File: src/rtl/alu_fetch.sv
// alu_fetch: combinational 32-bit ALU plus a single-outstanding bus fetch FSM.
// The ALU is independent of clock and reset; the FSM bridges f_* requests to W_* bus.
module alu_fetch (
    input  logic        clk,
    input  logic        W_RST,
    input  logic [31:0] alu_a,
    input  logic [31:0] alu_b,
    input  logic        alu_carry,
    output logic [31:0] alu_summ,
    output logic        alu_ocarry,
    output logic [31:0] alu_sub,
    output logic [31:0] alu_mult_h,
    output logic [31:0] alu_mult_l,
    output logic [31:0] alu_zand,
    output logic [31:0] alu_zor,
    output logic [31:0] alu_zxor,
    output logic [31:0] alu_znot,
    output logic [31:0] alu_ashiftl,
    output logic [31:0] alu_ashiftr,
    output logic [31:0] alu_lshiftl,
    output logic [31:0] alu_lshiftr,
    output logic [31:0] alu_revers,
    input  logic        f_enable,
    input  logic        f_write_enable,
    input  logic [31:0] f_addr,
    input  logic [31:0] f_data_i,
    input  logic [1:0]  f_thread,
    output logic [31:0] f_data_o,
    output logic        f_ack,
    output logic [31:0] W_ADDR,
    output logic [31:0] W_DATA_O,
    output logic        W_WRITE,
    output logic        W_STB,
    input  logic [31:0] W_DATA_I,
    input  logic        W_ACK
);

    typedef enum logic [1:0] {
        IDLE = 2'd0,
        REQ  = 2'd1,
        DONE = 2'd2
    } state_t;

    state_t state;

    logic [32:0] sum_ext;
    logic [63:0] prod;
    logic [4:0]  shamt;

    assign shamt   = alu_b[4:0];
    assign sum_ext = {1'b0, alu_a} + {1'b0, alu_b} + {32'd0, alu_carry};
    assign prod    = $signed(alu_a) * $signed(alu_b);

    assign alu_summ    = sum_ext[31:0];
    assign alu_ocarry  = sum_ext[32];
    assign alu_sub     = alu_a - alu_b;
    assign alu_mult_h  = prod[63:32];
    assign alu_mult_l  = prod[31:0];
    assign alu_zand    = alu_a & alu_b;
    assign alu_zor     = alu_a | alu_b;
    assign alu_zxor    = alu_a ^ alu_b;
    assign alu_znot    = ~alu_a;
    assign alu_ashiftl = alu_a << shamt;
    assign alu_ashiftr = $signed(alu_a) >>> shamt;
    assign alu_lshiftl = alu_a << shamt;
    assign alu_lshiftr = alu_a >> shamt;

    always_comb begin
        alu_revers = '0;
        for (int i = 0; i < 32; i++) begin
            alu_revers[31-i] = alu_a[i];
        end
    end

    // Thread tag is carried for future use only.
    logic unused_thread;
    assign unused_thread = ^f_thread;

    always_ff @(posedge clk or negedge W_RST) begin
        if (!W_RST) begin
            state    <= IDLE;
            W_ADDR   <= '0;
            W_DATA_O <= '0;
            W_WRITE  <= 1'b0;
            W_STB    <= 1'b0;
            f_ack    <= 1'b0;
            f_data_o <= '0;
        end else begin
            unique case (state)
                IDLE: begin
                    f_ack <= 1'b0;
                    if (f_enable) begin
                        W_ADDR   <= f_addr;
                        W_DATA_O <= f_data_i;
                        W_WRITE  <= f_write_enable;
                        W_STB    <= 1'b1;
                        state    <= REQ;
                    end
                end
                REQ: begin
                    if (W_ACK) begin
                        W_STB <= 1'b0;
                        f_ack <= 1'b1;
                        if (!W_WRITE) begin
                            f_data_o <= W_DATA_I;
                        end
                        state <= DONE;
                    end
                end
                DONE: begin
                    f_ack   <= 1'b0;
                    W_WRITE <= 1'b0;
                    state   <= IDLE;
                end
                default: begin
                    W_STB   <= 1'b0;
                    W_WRITE <= 1'b0;
                    f_ack   <= 1'b0;
                    state   <= IDLE;
                end
            endcase
        end
    end

endmodule

File: config.mk
export PLATFORM = sky130hd
export DESIGN_NAME = alu_fetch
export DESIGN_NICKNAME = d
export VERILOG_FILES = /design/src/rtl/alu_fetch.sv
export SDC_FILE = /design/constraint.sdc
export NUM_CORES = 2
export LEC_CHECK = 0
export BUFFER_PORTS_ARGS = -buffer_cell sky130_fd_sc_hd__buf_4
export CORE_MARGIN = 3
export CORE_UTILIZATION = 42
export DETAILED_ROUTE_END_ITERATION = 16
export PLACE_DENSITY = 0.68
export SKIP_LAST_GASP = 1
export SYNTH_ARGS = -nofsm -noshare
export SYNTH_HDL_FRONTEND = slang
export SYNTH_SLANG_ARGS = --single-unit
File: constraint.sdc
create_clock -name clk -period 9 [get_ports clk]
set_input_delay 0.45 -clock clk [delete_from_list [all_inputs] [get_ports clk]]
set_output_delay 0.45 -clock clk [all_outputs]
set_load 0.005 [all_outputs]
# After elaboration in Yosys (flattened, before gate mapping)
# Cells that the tools add are included.
[op_classes]
add_sub_neg = 3
bitwise = 7
muxes = 10
n_shift = 3
reduce_logical = 6
eq_ne = 4
div_mod_pow = 0
n_mul = 1
magnitude_cmp = 0
[op_table]
columns = ["op", "count"]
rows = [
  ["32-bit by 32-bit multiplier with 64-bit output", 1],
  ["32-bit by 32-bit adder with 33-bit output", 1],
  ["33-bit by 1-bit adder with 33-bit output", 1],
  ["32-bit bitwise AND", 1],
  ["32-bit inverter", 1],
  ["32-bit bitwise OR", 1],
  ["32-bit by 5-bit left shift with 32-bit output", 1],
  ["32-bit by 5-bit right shift with 32-bit output", 1],
  ["32-bit by 5-bit >>> shifter with 32-bit output", 1],
  ["32-bit subtractor", 1],
  ["32-bit bitwise XOR", 1],
  ["2-bit AND reduction", 3],
  ["3-bit AND reduction", 2],
  ["1-bit 2-to-1 mux", 5],
  ["2-bit 2-to-1 mux", 2],
  ["2-bit != test (second input constant)", 2],
  ["2-bit one-hot mux with 2 select lines", 1],
  ["1-bit inverter", 3],
  ["1-bit one-hot mux with 3 select lines", 1],
  ["2-bit by 1-bit == test with 1-bit output (second input constant)", 1],
  ["2-bit == test (second input constant)", 1],
  ["2-bit zero test", 1],
  ["1-bit one-hot mux with 2 select lines", 1],
]
[totals]
mem_count = 0
inputBits = 168
output_inout_bits = 516
word_cells = 41
regBits = 101
latchBits = 0
romBits = 0
ram_bits = 0

# Depth between registers and ports, before layout
[depth]
word_depth = 3
ltp_mapped = 32
depth_no_buf = 28

# Worst setup path before layout
# No wires, ideal clock.
[synth_path]
path_type = "input port to output port"
from = "input port alu_b[2]"
to = "output port alu_mult_h[30]"
required_ps = 8550
path_stages = 30
arrival_time_ps = 8092
n_path_buf = 6
path_slack_ps = 458
path_cell_list = "clkbuf_1 > clkbuf_1 > clkbuf_1 > clkbuf_1 > buf_1 > nand2_1 > fa_1 > fa_1 > fa_1 > fa_1 > inv_1 > fa_1 > inv_1 > fa_1 > inv_1 > fa_1 > inv_1 > fa_1 > inv_1 > ha_1 > clkbuf_1 > a21o_1 > a21o_1 > a21oi_1 > a21oi_1 > nor3_1 > o22ai_1 > o21ai_1 > mux2i_1 > o2111ai_1"
[synth_via]
elab_chain_len = 1
[synth_rtl]
columns = ["element", "line_no", "text"]
rows = [
  ["from (decl)", "7", "input logic [31:0] alu_b,"],
  ["32-bit by 32-bit multiplier with 64-bit output", "52", "assign prod = $signed(alu_a) * $signed(alu_b);"],
  ["to (decl)", "12", "output logic [31:0] alu_mult_h,"],
]
# No other way between the ends.

# Worst setup path in the final report
[layout_path]
from = "input port alu_a[4]"
to = "output port alu_mult_h[18]"
[layout_via]
elab_chain_len = 1
[layout_rtl]
columns = ["element", "line_no", "text"]
rows = [
  ["from (decl)", "6", "input logic [31:0] alu_a,"],
  ["32-bit by 32-bit multiplier with 64-bit output", "52", ""],
]
# No other way between the ends.

==> out/results.txt <==
CTS max path bufs = 2
RSZ-0062 raised after global routing = true
post-route setup slack = 0.2685 ns
Final setup viols = 0
launching point of the worst reg2reg path = state[1]
asr flop ratio synth = 100.0%
height of the die = 337.6 um
vias in the first global route = 41,840
Avg Inst Size Synth = 8.756 um2
outcome = finished clean
final antenna-violating net count = 0
Worst path most repeated cell = fa_1
die width = 337.6 um
Post-Route WL = 181,400 um
fin nets = 7,433
syn_nets = 6,809
setup slack at placement = -0.1184 ns
Initial Utilization = 42.37%
crit path max fanout = 15
core area = 0.1090 mm2
IO Port Bufs = 681
share of cells above drive strength 1 = 19.65%
DR vias = 40,290
Ports = 684
wire per inst = 24.77 um
warnings from Yosys = 0
Hold Path Class = input port to async pin
Overflow after GRT = 0
Crit path required time = 8.55 ns
maximum clock frequency = 0.1145 GHz
Final Skew = 0.01485 ns
Cells after DPL = 7,292
r2r setup slk = 6.72 ns
hold_buf cts = 0
CTS Root Cell = clkbuf_16
worst path buffer plus inverter count = 11
die area = 0.1140 mm2
area grow syn2layout = 17.56%
GPL Wtd Cong = 0.9899
max cap viols = 0
Reg2Reg Depth = 4
Critical Path Source Type = input port
number of synthesized register bits = 101
synthesized area = 0.04619 mm2
Detailed Place HPWL = 153,300 um
CTS H-tree lvls = 3
max-slew violation count = 0
Hold Fails Final Rpt = 0
Syn Inst Count = 5,275
R2R Path End = f_data_o[23]
Clock Pin Slew Worst Setup and Hold Paths = 0.08 ns
largest net degree at the start of global routing = 65
Slowest-stage cell, CP = fa_1
top_reg_cell synth = dfrtp_1
CTS tree = built
fin crit period = 8.731 ns
Slew @ Worst Pin = 1.166 ns
Area after DPL = 0.05378 mm2
Post-synth EDFFs = 0
design area = 0.05430 mm2
routed vias/inst = 5.500
Non-Filler Instances = 7,325
crit path DAT = 8.28 ns
max incr delay on CP = 0.50 ns
first-pass GRT wire length = 266,300 um
Filler cells = 10,310
fin crit share = 97.02%
clk sink count = 101
Slew headroom = 21.72%
sequential-to-total area share from yosys stat = 5.472%
clock buffer count from CTS = 9
Synth cell types = 81
crit end category = primary output
DRC Markers = 0
placement row count = 121
Starting DRT DRC Count = 3,603
clk_lat worst skew = 0.35 ns
GRT Total Usage = 31.64%
critical path class = input port to primary output
crit-path leading delay family = adder cells
initial antenna violation count = 12
TritonRoute pass-1 iters = 7
-- layout by cell type (no fill, tap or decap), types with 16 or more instances in the layout --
cell type | netlist | final
buf_12 | 0 | 18
xnor2_1 | 100 | 100
nand2b_1 | 18 | 18
nand2_1 | 583 | 583
nor2_1 | 728 | 726
nor3_1 | 23 | 21
fa_1 | 1085 | 1085
o211ai_1 | 20 | 20
dfrtp_1 | 101 | 101
buf_4 | 69 | 951
o21ai_0 | 133 | 130
o21bai_1 | 24 | 24
a21oi_1 | 171 | 168
a21o_1 | 55 | 55
and3_1 | 16 | 16
a211oi_1 | 20 | 18
inv_1 | 1104 | 1098
xor2_1 | 30 | 30
clkinv_1 | 27 | 20
mux2_2 | 101 | 101
mux2i_1 | 74 | 74
ha_1 | 281 | 280
-- per-layer routing --
metal  vias to the layer above  part of all wire (%)  global-route usage [%]
met5                         -                 0.050                       0
li1                      16970                     -                       -
met2                      2300                    46                   50.19
met4                        12                   6.5                   16.74
met3                       516                    10                   7.544
met1                     20500                    37                   40.24
-- through the flow --
stage,hold slack [ns],setup TNS (ns),util [%]
2_1_floorplan,0.1544,0,-
3_3_place_gp,0.4769,-0.02663,49.34
3_5_place_dp,0.4842,-0.1184,49.34
4_1_cts,0.1064,0,49.62
5_1_grt,0.1006,-0.01061,49.80
6_report,0.07480,0,49.81
-- synth_stat cells, drive strengths merged (5+ instances only) --
cell / n / area (um2)
nand3: 16 / 80.08
nor3b: 6 / 45.04
or3: 13 / 86.33
inv: 1108 / 4159
buf: 177 / 944.7
nor3: 24 / 125.1
o22ai: 9 / 56.30
and2: 7 / 43.79
nand4: 15 / 93.84
o2111ai: 5 / 43.79
mux2i: 74 / 740.7
ha: 281 / 3516
o21a: 7 / 52.55
clkbuf: 181 / 679.4
and4: 5 / 43.79
nand2b: 19 / 126.4
fa: 1085 / 21720
dfrtp: 101 / 2527
mux2: 101 / 1137
xnor2: 100 / 875.8
a221oi: 5 / 50.04
mux4: 11 / 247.7
a21o: 55 / 412.9
nor2b: 15 / 93.84
xor2: 30 / 262.8
a211oi: 20 / 150.1
and3: 16 / 100.1
nand2: 583 / 2188
o21ai: 140 / 708.2
a31oi: 14 / 87.58
o211ai: 20 / 150.1
o21bai: 24 / 180.2
clkinv: 27 / 101.4
a2111oi: 8 / 113.9
o311a: 5 / 50.05
o31ai: 9 / 72.57
a21oi: 174 / 882.1
nor2: 728 / 2733
or2: 5 / 31.28
-- repair_timing --
item / 4_1_cts / 5_1_grt
setup buffers: 0 / 10
gates resized for setup: 4 / 29
pin swaps: 0 / 4
endpoints found under the setup margin: 1 / 12
-- registers in the layout (all words and copies together), names as in the netlist --
name      cells
W_STB         1
W_ADDR       32
state         2
W_WRITE       1
W_DATA_O     32
f_data_o     32
f_ack         1
-- how the worst max path moves through the flow --
| stage | startpoint | to | slack, ns | cells after the start |
|---|---|---|---|---|
| after CTS | alu_a[15] | alu_mult_h[30] | 0.02 | 27 |
| after global routing | alu_b[5] | alu_mult_h[24] | -0.006 | 30 |
| after global placement | alu_a[15] | alu_mult_h[31] | -0.03 | 28 |
| final | alu_a[4] | alu_mult_h[18] | 0.27 | 30 |
| after floorplan | alu_b[2] | alu_mult_h[30] | 0.46 | 30 |
| after detailed placement | alu_a[15] | alu_mult_h[31] | -0.12 | 28 |
-- cell families after synthesis --
group / after synthesis / synth area share (%)
AND/OR/NAND/NOR: 1467 / 12.79
flip-flops: 101 / 5.472
multiplexers: 186 / 4.603
buffers and inverters: 1493 / 12.74
AO/OA/AOI/OAI: 532 / 7.290
XOR/XNOR: 130 / 2.465
adder cells (fa/ha/maj): 1366 / 54.64
-- final cells by class --
| cell class | count | area, um2 | share of cell area (%) |
|---|---|---|---|
| repair buffers | 971 | 7522 | 13.85 |
| well taps | 1414 | 1769 | 3.258 |
| flip-flops and latches | 101 | 2527 | 4.655 |
| clock buffers | 10 | 229.0 | 0.4217 |
| clock inverters | 6 | 68.82 | 0.1267 |
| multi-input cells | 3681 | 37860 | 69.72 |
| inverters | 1135 | 4307 | 7.932 |
| diodes | 7 | 17.52 | 0.03226 |
Power is not shown: default switching activity piles up to over one toggle a cycle in this logic, so the estimate is an artifact.
